<file path="config.mk">
export PLATFORM = sky130hd
export DESIGN_NAME = classifier_seq_ctrl
export DESIGN_NICKNAME = d
export VERILOG_FILES = /design/src/rtl/cls_seq_pkg.sv /design/src/rtl/cls_seq_pipe.sv /design/src/rtl/classifier_seq_ctrl.sv
export SDC_FILE = /design/constraint.sdc
export NUM_CORES = 1
export LEC_CHECK = 0
export BUFFER_PORTS_ARGS = -buffer_cell sky130_fd_sc_hd__buf_2
export CAP_MARGIN = 10
export CORE_ASPECT_RATIO = 0.6
export CORE_MARGIN = 5
export CORE_UTILIZATION = 44
export DETAILED_ROUTE_END_ITERATION = 10
export PLACE_DENSITY_LB_ADDON = 0.25
export SLEW_MARGIN = 30
export SYNTH_ARGS = -nofsm -noshare
export SYNTH_HDL_FRONTEND = slang
export SYNTH_SLANG_ARGS = --single-unit
</file>
<file path="constraint.sdc">
create_clock -name clk -period 1.35 [get_ports clk]
set_input_delay 0.27 -clock clk [delete_from_list [all_inputs] [get_ports clk]]
set_output_delay 0.27 -clock clk [all_outputs]
set_load 0.03 [all_outputs]
</file>
<file path="src/rtl/cls_seq_pkg.sv">
// Shared FSM state type and datapath widths for the classifier sequencer.
package cls_seq_pkg;

   typedef enum logic [2:0] {
      ST_IDLE,
      ST_RUN,
      ST_DRAIN,
      ST_FLUSH,
      ST_WAIT
   } state_t;

   localparam int X_W            = 4;
   localparam int W_W            = 8;
   localparam int ACC_W          = 20;
   localparam int DEF_FLUSH_WAIT = 2;

endpackage

</file>
<file path="src/rtl/cls_seq_pipe.sv">
// Two-stage operand pipeline: a tag stage aligned with memory read data,
// then an output stage that presents operands and strobes to the MAC.
module cls_seq_pipe
   import cls_seq_pkg::*;
#(
   parameter int CLASS_BITS = 3
) (
   input  logic                         clk,
   input  logic                         rst_n,
   input  logic                         issue,
   input  logic                         issue_first,
   input  logic        [CLASS_BITS-1:0] issue_class,
   input  logic signed [X_W-1:0]        x_data,
   input  logic signed [W_W-1:0]        w_data,
   output logic signed [X_W-1:0]        mac_x,
   output logic signed [W_W-1:0]        mac_w,
   output logic                         mac_new_feat,
   output logic                         mac_new_class,
   output logic        [CLASS_BITS-1:0] mac_class_id,
   output logic                         empty
);

   logic                  tag_valid;
   logic                  tag_first;
   logic [CLASS_BITS-1:0] tag_class;

   // NOTE: non-blocking assignments here so each stage captures the value its
   // predecessor held before the edge; blocking would collapse the two stages.
   always_ff @(posedge clk) begin
      if (!rst_n) begin
         tag_valid     <= 1'b0;
         tag_first     <= 1'b0;
         tag_class     <= '0;
         mac_x         <= '0;
         mac_w         <= '0;
         mac_new_feat  <= 1'b0;
         mac_new_class <= 1'b0;
         mac_class_id  <= '0;
      end else begin
         tag_valid     <= issue;
         tag_first     <= issue_first;
         tag_class     <= issue_class;
         mac_new_feat  <= tag_valid;
         mac_new_class <= tag_valid & tag_first;
         if (tag_valid) begin
            mac_x        <= x_data;
            mac_w        <= w_data;
            mac_class_id <= tag_class;
         end
      end
   end

   // Tag stage idle: whatever sits in the output stage leaves on this edge.
   assign empty = ~tag_valid;

endmodule

</file>
<file path="src/rtl/classifier_seq_ctrl.sv">
// Sequencer streaming feature/weight pairs into the classifier MAC/argmax.
// Optional issue stall via `hold` when CLS_SEQ_HOLD_EN is defined.
module classifier_seq_ctrl
   import cls_seq_pkg::*;
#(
   parameter int NUM_FEAT   = 16,
   parameter int NUM_CLASS  = 8,
   parameter int CLASS_BITS = 3,
   parameter int FLUSH_WAIT = DEF_FLUSH_WAIT,
   parameter int FA_W       = $clog2(NUM_FEAT),
   parameter int WA_W       = $clog2(NUM_FEAT * NUM_CLASS)
) (
   input  logic                         clk,
   input  logic                         rst_n,
   input  logic                         start,
   output logic                         busy,
   output logic                         done,
   output logic                         feat_re,
   output logic        [FA_W-1:0]       feat_addr,
   input  logic signed [X_W-1:0]        feat_rdata,
   output logic                         w_re,
   output logic        [WA_W-1:0]       w_addr,
   input  logic signed [W_W-1:0]        w_rdata,
   output logic signed [X_W-1:0]        mac_x,
   output logic signed [W_W-1:0]        mac_w,
   output logic                         mac_new_feat,
   output logic                         mac_new_class,
   output logic        [CLASS_BITS-1:0] mac_class_id,
   output logic                         mac_flush,
   input  logic signed [ACC_W-1:0]      mac_max_score,
   input  logic        [CLASS_BITS-1:0] mac_max_class,
   output logic signed [ACC_W-1:0]      result_score,
   output logic        [CLASS_BITS-1:0] result_class,
   input  logic                         hold
);

   localparam int WC_W = (FLUSH_WAIT > 1) ? $clog2(FLUSH_WAIT + 1) : 1;

   state_t                state;
   logic                  issue_q;
   logic [CLASS_BITS-1:0] c_idx;
   logic [WC_W-1:0]       wait_cnt;
   logic                  stall;
   logic                  issue;
   logic                  last_pair;
   logic                  pipe_empty;
   logic                  finish;

`ifdef CLS_SEQ_HOLD_EN
   assign stall = hold & issue_q;
`else
   logic unused_hold;
   assign unused_hold = hold;
   assign stall       = 1'b0;
`endif

   assign issue     = issue_q & ~stall;
   assign feat_re   = issue;
   assign w_re      = issue;
   assign last_pair = (feat_addr == FA_W'(NUM_FEAT - 1)) &&
                      (c_idx == CLASS_BITS'(NUM_CLASS - 1));

   // NOTE: default first so every path assigns and no latch is inferred.
   always_comb begin
      finish = 1'b0;
      if (state == ST_FLUSH)
         finish = (FLUSH_WAIT == 1);
      else if (state == ST_WAIT)
         finish = (wait_cnt == WC_W'(1));
   end

   always_ff @(posedge clk) begin
      if (!rst_n) begin
         state        <= ST_IDLE;
         issue_q      <= 1'b0;
         busy         <= 1'b0;
         done         <= 1'b0;
         mac_flush    <= 1'b0;
         feat_addr    <= '0;
         w_addr       <= '0;
         c_idx        <= '0;
         wait_cnt     <= '0;
         result_score <= '0;
         result_class <= '0;
      end else begin
         done      <= 1'b0;
         mac_flush <= 1'b0;
         case (state)
            ST_IDLE: if (start) begin
               state     <= ST_RUN;
               busy      <= 1'b1;
               issue_q   <= 1'b1;
               feat_addr <= '0;
               w_addr    <= '0;
               c_idx     <= '0;
            end
            ST_RUN: if (issue) begin
               if (last_pair) begin
                  state   <= ST_DRAIN;
                  issue_q <= 1'b0;
               end else begin
                  w_addr <= w_addr + 1'b1;
                  if (feat_addr == FA_W'(NUM_FEAT - 1)) begin
                     feat_addr <= '0;
                     c_idx     <= c_idx + 1'b1;
                  end else begin
                     feat_addr <= feat_addr + 1'b1;
                  end
               end
            end
            ST_DRAIN: if (pipe_empty) begin
               state     <= ST_FLUSH;
               mac_flush <= 1'b1;
            end
            ST_FLUSH: begin
               state    <= ST_WAIT;
               wait_cnt <= WC_W'(FLUSH_WAIT - 1);
            end
            ST_WAIT: begin
               // The final WAIT cycle is the done cycle; leave IDLE only after it.
               if (wait_cnt == '0) state <= ST_IDLE;
               else                wait_cnt <= wait_cnt - 1'b1;
            end
            default: state <= ST_IDLE;
         endcase
         if (finish) begin
            done         <= 1'b1;
            busy         <= 1'b0;
            result_score <= mac_max_score;
            result_class <= mac_max_class;
         end
      end
   end

   cls_seq_pipe #(
      .CLASS_BITS(CLASS_BITS)
   ) u_pipe (
      .clk          (clk),
      .rst_n        (rst_n),
      .issue        (issue),
      .issue_first  (feat_addr == '0),
      .issue_class  (c_idx),
      .x_data       (feat_rdata),
      .w_data       (w_rdata),
      .mac_x        (mac_x),
      .mac_w        (mac_w),
      .mac_new_feat (mac_new_feat),
      .mac_new_class(mac_new_class),
      .mac_class_id (mac_class_id),
      .empty        (pipe_empty)
   );

endmodule

</file>
==> impl_results.md <==
- Crit path from: c_idx[0]
- Die area: 7800 um2
- Routed wire length: 6.713 mm
- Met3 Use GR: 0.06234
- GRT Util Overall: 0.1655
- Kind of critical path: reg2reg
- Gpl congestion: 0.7969
- Max clock buf depth: 2
- Post-Synth XOR/XNOR Area: 0
- Met2 usage: 0.2560
- Highest clock rate: 655.1 MHz
- Final Hold Viols: 0
- Crit-path max FO: 4
- Mux cell area share after synthesis: 0.07940
- Via-per-instance ratio: 4.891
- Worst-margin pin slew: 0.3723 ns
- Mapped Nets: 349
- Initial antenna violation count: 0
- Fin crit period: 1.526 ns
- Status: finished with violations
- Failing checks: negative setup slack
- Vias in the first global route: 2260
- Post-DP HPWL: 4.626 mm
- Min-Delay Path Class: in2reg
- Synth Area in Adders: 0.03270
- I/O Buffers: 93
- Crit path launch type: register
- Simple-Gate Fraction of Synth Area: 0.2064
- Max incr delay on CP: 0.36 ns
- Crit-path slowest cell: dfxtp_2
- Gr ovfl total: 0
- Root Driver: clkbuf_8
- Maxcap violations: 0
- Distinct cells, synth: 40
- RR Startpoint: c_idx[0]
- CTS Sinks: 68
- Peak VDD IR: 577.3 uV
- First-pass GRT wire length: 10.72 mm
- Post-DR wirelength/cell: 13.29 um
- Clock Latency Late Sink: 0.32 ns
- RSZ-0062 raised after global routing: true
- DR vias: 2470
- Met1 Use GR: 0.2203
- H-tree depth: 3
- Slew headroom: 0.7454
- Endpoints failing setup: 12
- CP arrival: 1.78 ns
- Req. time, crit path: 1.61 ns
- CTS tree: done
- Final ANT Viol Nets: 0
- Layout cells sized above 1: 0.4086
- Mean Syn Cell Area: 8.841 um2
- Grt peak-use layer: met2
- Core footprint: 6001 um2
- Post-layout util: 0.6322
- Synth Cell Area: 2679 um2
- Die Span Y: 70.44 um
- DRT Pass-1 Iters: 4
- DRC violations left: 0
- Largest net degree at the start of global routing: 45
- Final nets: 464
- Critical path's most frequent cell: ha_4
- Cells after Synth: 303
- Hold_buf cts: 0
- Final period util: 1.131
- Clk_skew: 0.008083 ns
- # fillers: 553
- Yosys warns: 0
- Overall Power: 3.996 mW
- Register area share after synthesis: 0.5082
- Power per cell area: 1053 nW/um2
- Initial Utilization: 0.4464
- Std cell rows: 22
- Hold wc startpoint: w_rdata[4]
- Critical Path End Type: register
- # diodes: 0
- Compound-Gate Fraction of Synth Area: 0.1256
- 1st-iter DRT viols: 129
- Critical Path, Cell by Cell: ha_4 > ha_4 > nand4_4 > a311oi_4 > buf_2 > o21ai_0 > o21ai_1
- Final worst slack: -0.1764 ns
- Area Overhead vs Synth: 41.62%
- Clock slew at reported path FFs: 0.07 ns
- Leakage: 1.732 nW
- Final hold slack: 0.1768 ns
- Post-synthesis register bit count: 68
- Io pins: 95
- TritonCTS buffer count: 9
- Max Slew Vio Count: 0
- Largest family of logic cells by synthesized area: simple AND/OR/NAND/NOR gates
- Die width: 110.7 um
path summary, 6_finish.rpt:
check | slack (ns) | cells after the start | end
worst max-delay path | -0.18 | 7 | w_addr[6]
worst min-delay path | 0.18 | 3 | u_pipe.mac_w[4]
worst max register to register | -0.18 | 7 | w_addr[6]
worst min register to register | 0.45 | 2 | result_class[0]
layout make-up:
| type | count | area (um2) | share of cell area |
|---|---|---|---|
| inverter | 10 | 37.54 | 0.009894 |
| multi-input combinational | 208 | 1326 | 0.3496 |
| sequential | 68 | 1378 | 0.3631 |
| clock buffer | 13 | 180.2 | 0.04749 |
| clock inverter | 1 | 5.005 | 0.001319 |
| timing repair buffer | 121 | 762.0 | 0.2009 |
| tap | 84 | 105.1 | 0.02770 |
state kept, by name (all words and copies together) (netlist names), 2 cells and up:
register,flops
c_idx,3
feat_addr,4
result_class,3
result_score,20
state,3
u_pipe.mac_class_id,3
u_pipe.mac_w,8
u_pipe.mac_x,4
u_pipe.tag_class,3
w_addr,7
wait_cnt,2
cell usage after synthesis, drive strengths merged:
cell      n  area share
nor2b     2      0.0047
dfxtp    68        0.51
a31o      1      0.0033
a31oi     2      0.0047
nand3     3      0.0056
or3       2      0.0065
ha        7       0.033
buf      11       0.025
and3      5       0.012
inv      10       0.014
and4bb    1      0.0061
mux2      2      0.0084
nand4     3      0.0093
mux2i    19       0.071
nor3      5      0.0093
nand2    64       0.090
a2111oi   1      0.0033
and2      3      0.0070
o21ai    18       0.034
a21o      1      0.0028
a21oi    29       0.054
nand2b    3      0.0098
a41oi     1      0.0033
a311oi    1      0.0056
nand4bb   1      0.0042
nor4b     1      0.0033
o21bai    1      0.0028
nor2     28       0.039
a211oi    2      0.0056
clkbuf    6      0.0084
a22o      1      0.0033
o22a      1      0.0033
cells in the final DEF (no fill, tap or decap), types with 3 or more instances in the layout:
cell / n
o21ai_0: 8
mux2i_1: 19
dfxtp_1: 59
and2_1: 3
a21oi_1: 25
dfxtp_2: 7
nand2_1: 63
inv_2: 3
buf_4: 20
inv_1: 7
nor2_1: 27
buf_2: 94
ha_4: 4
buf_12: 4
a21oi_2: 4
o21ai_1: 8
and3_1: 3
clkbuf_8: 11
nor3_1: 4
clkbuf_16: 3
timing repair:
| item | 4_1_cts | 5_1_grt |
|---|---|---|
| setup buffers | 1 | 0 |
| gates cloned | 0 | 3 |
| gates resized for setup | 10 | 16 |
| pin swaps | 3 | 3 |
| endpoints found under the setup margin | 16 | 35 |
logic make-up after synthesis:
group	Yosys count
compound gates	59
fa+ha+maj	7
buf+inv	27
flops	68
mux	21
simple gates	121
metal layers:
layer	wire length, um	vias up
met4	25	0
met1	3137	1126
li1	-	1254
met3	498	4
met2	3051	86
met5	0	-
metrics by stage:
stage,instance area [um2],setup slack [ns],cells,setup TNS (ns)
2_1_floorplan,2765,-0.07175,303,-0.5296
3_3_place_gp,3472,-0.08307,487,-0.3141
3_5_place_dp,3472,-0.1425,487,-1.063
4_1_cts,3689,-0.1459,502,-1.051
5_1_grt,3794,-0.2370,505,-2.656
6_report,3794,-0.1764,505,-1.472
worst max-delay path: cells and delay by family, from the launching register on:
| kind | cells | cell delay (ns) |
|---|---|---|
| adders and majority gates | 2 | 0.29 |
| and+or+nand+nor | 1 | 0.14 |
| AOI/OAI and AO/OA | 3 | 0.45 |
| buffers and inverters | 1 | 0.22 |
| DFF | 1 | 0.36 |
power breakdown:
group	internal (mW)	leakage, nW	total (mW)	switching, mW
Sequential	2.04	0.555	2.07	0.0240
Clock	0.857	0.0965	1.54	0.686
Combinational	0.167	1.08	0.387	0.219
Total	3.07	1.73	4.00	0.929
(Power assumes the default switching activity.)
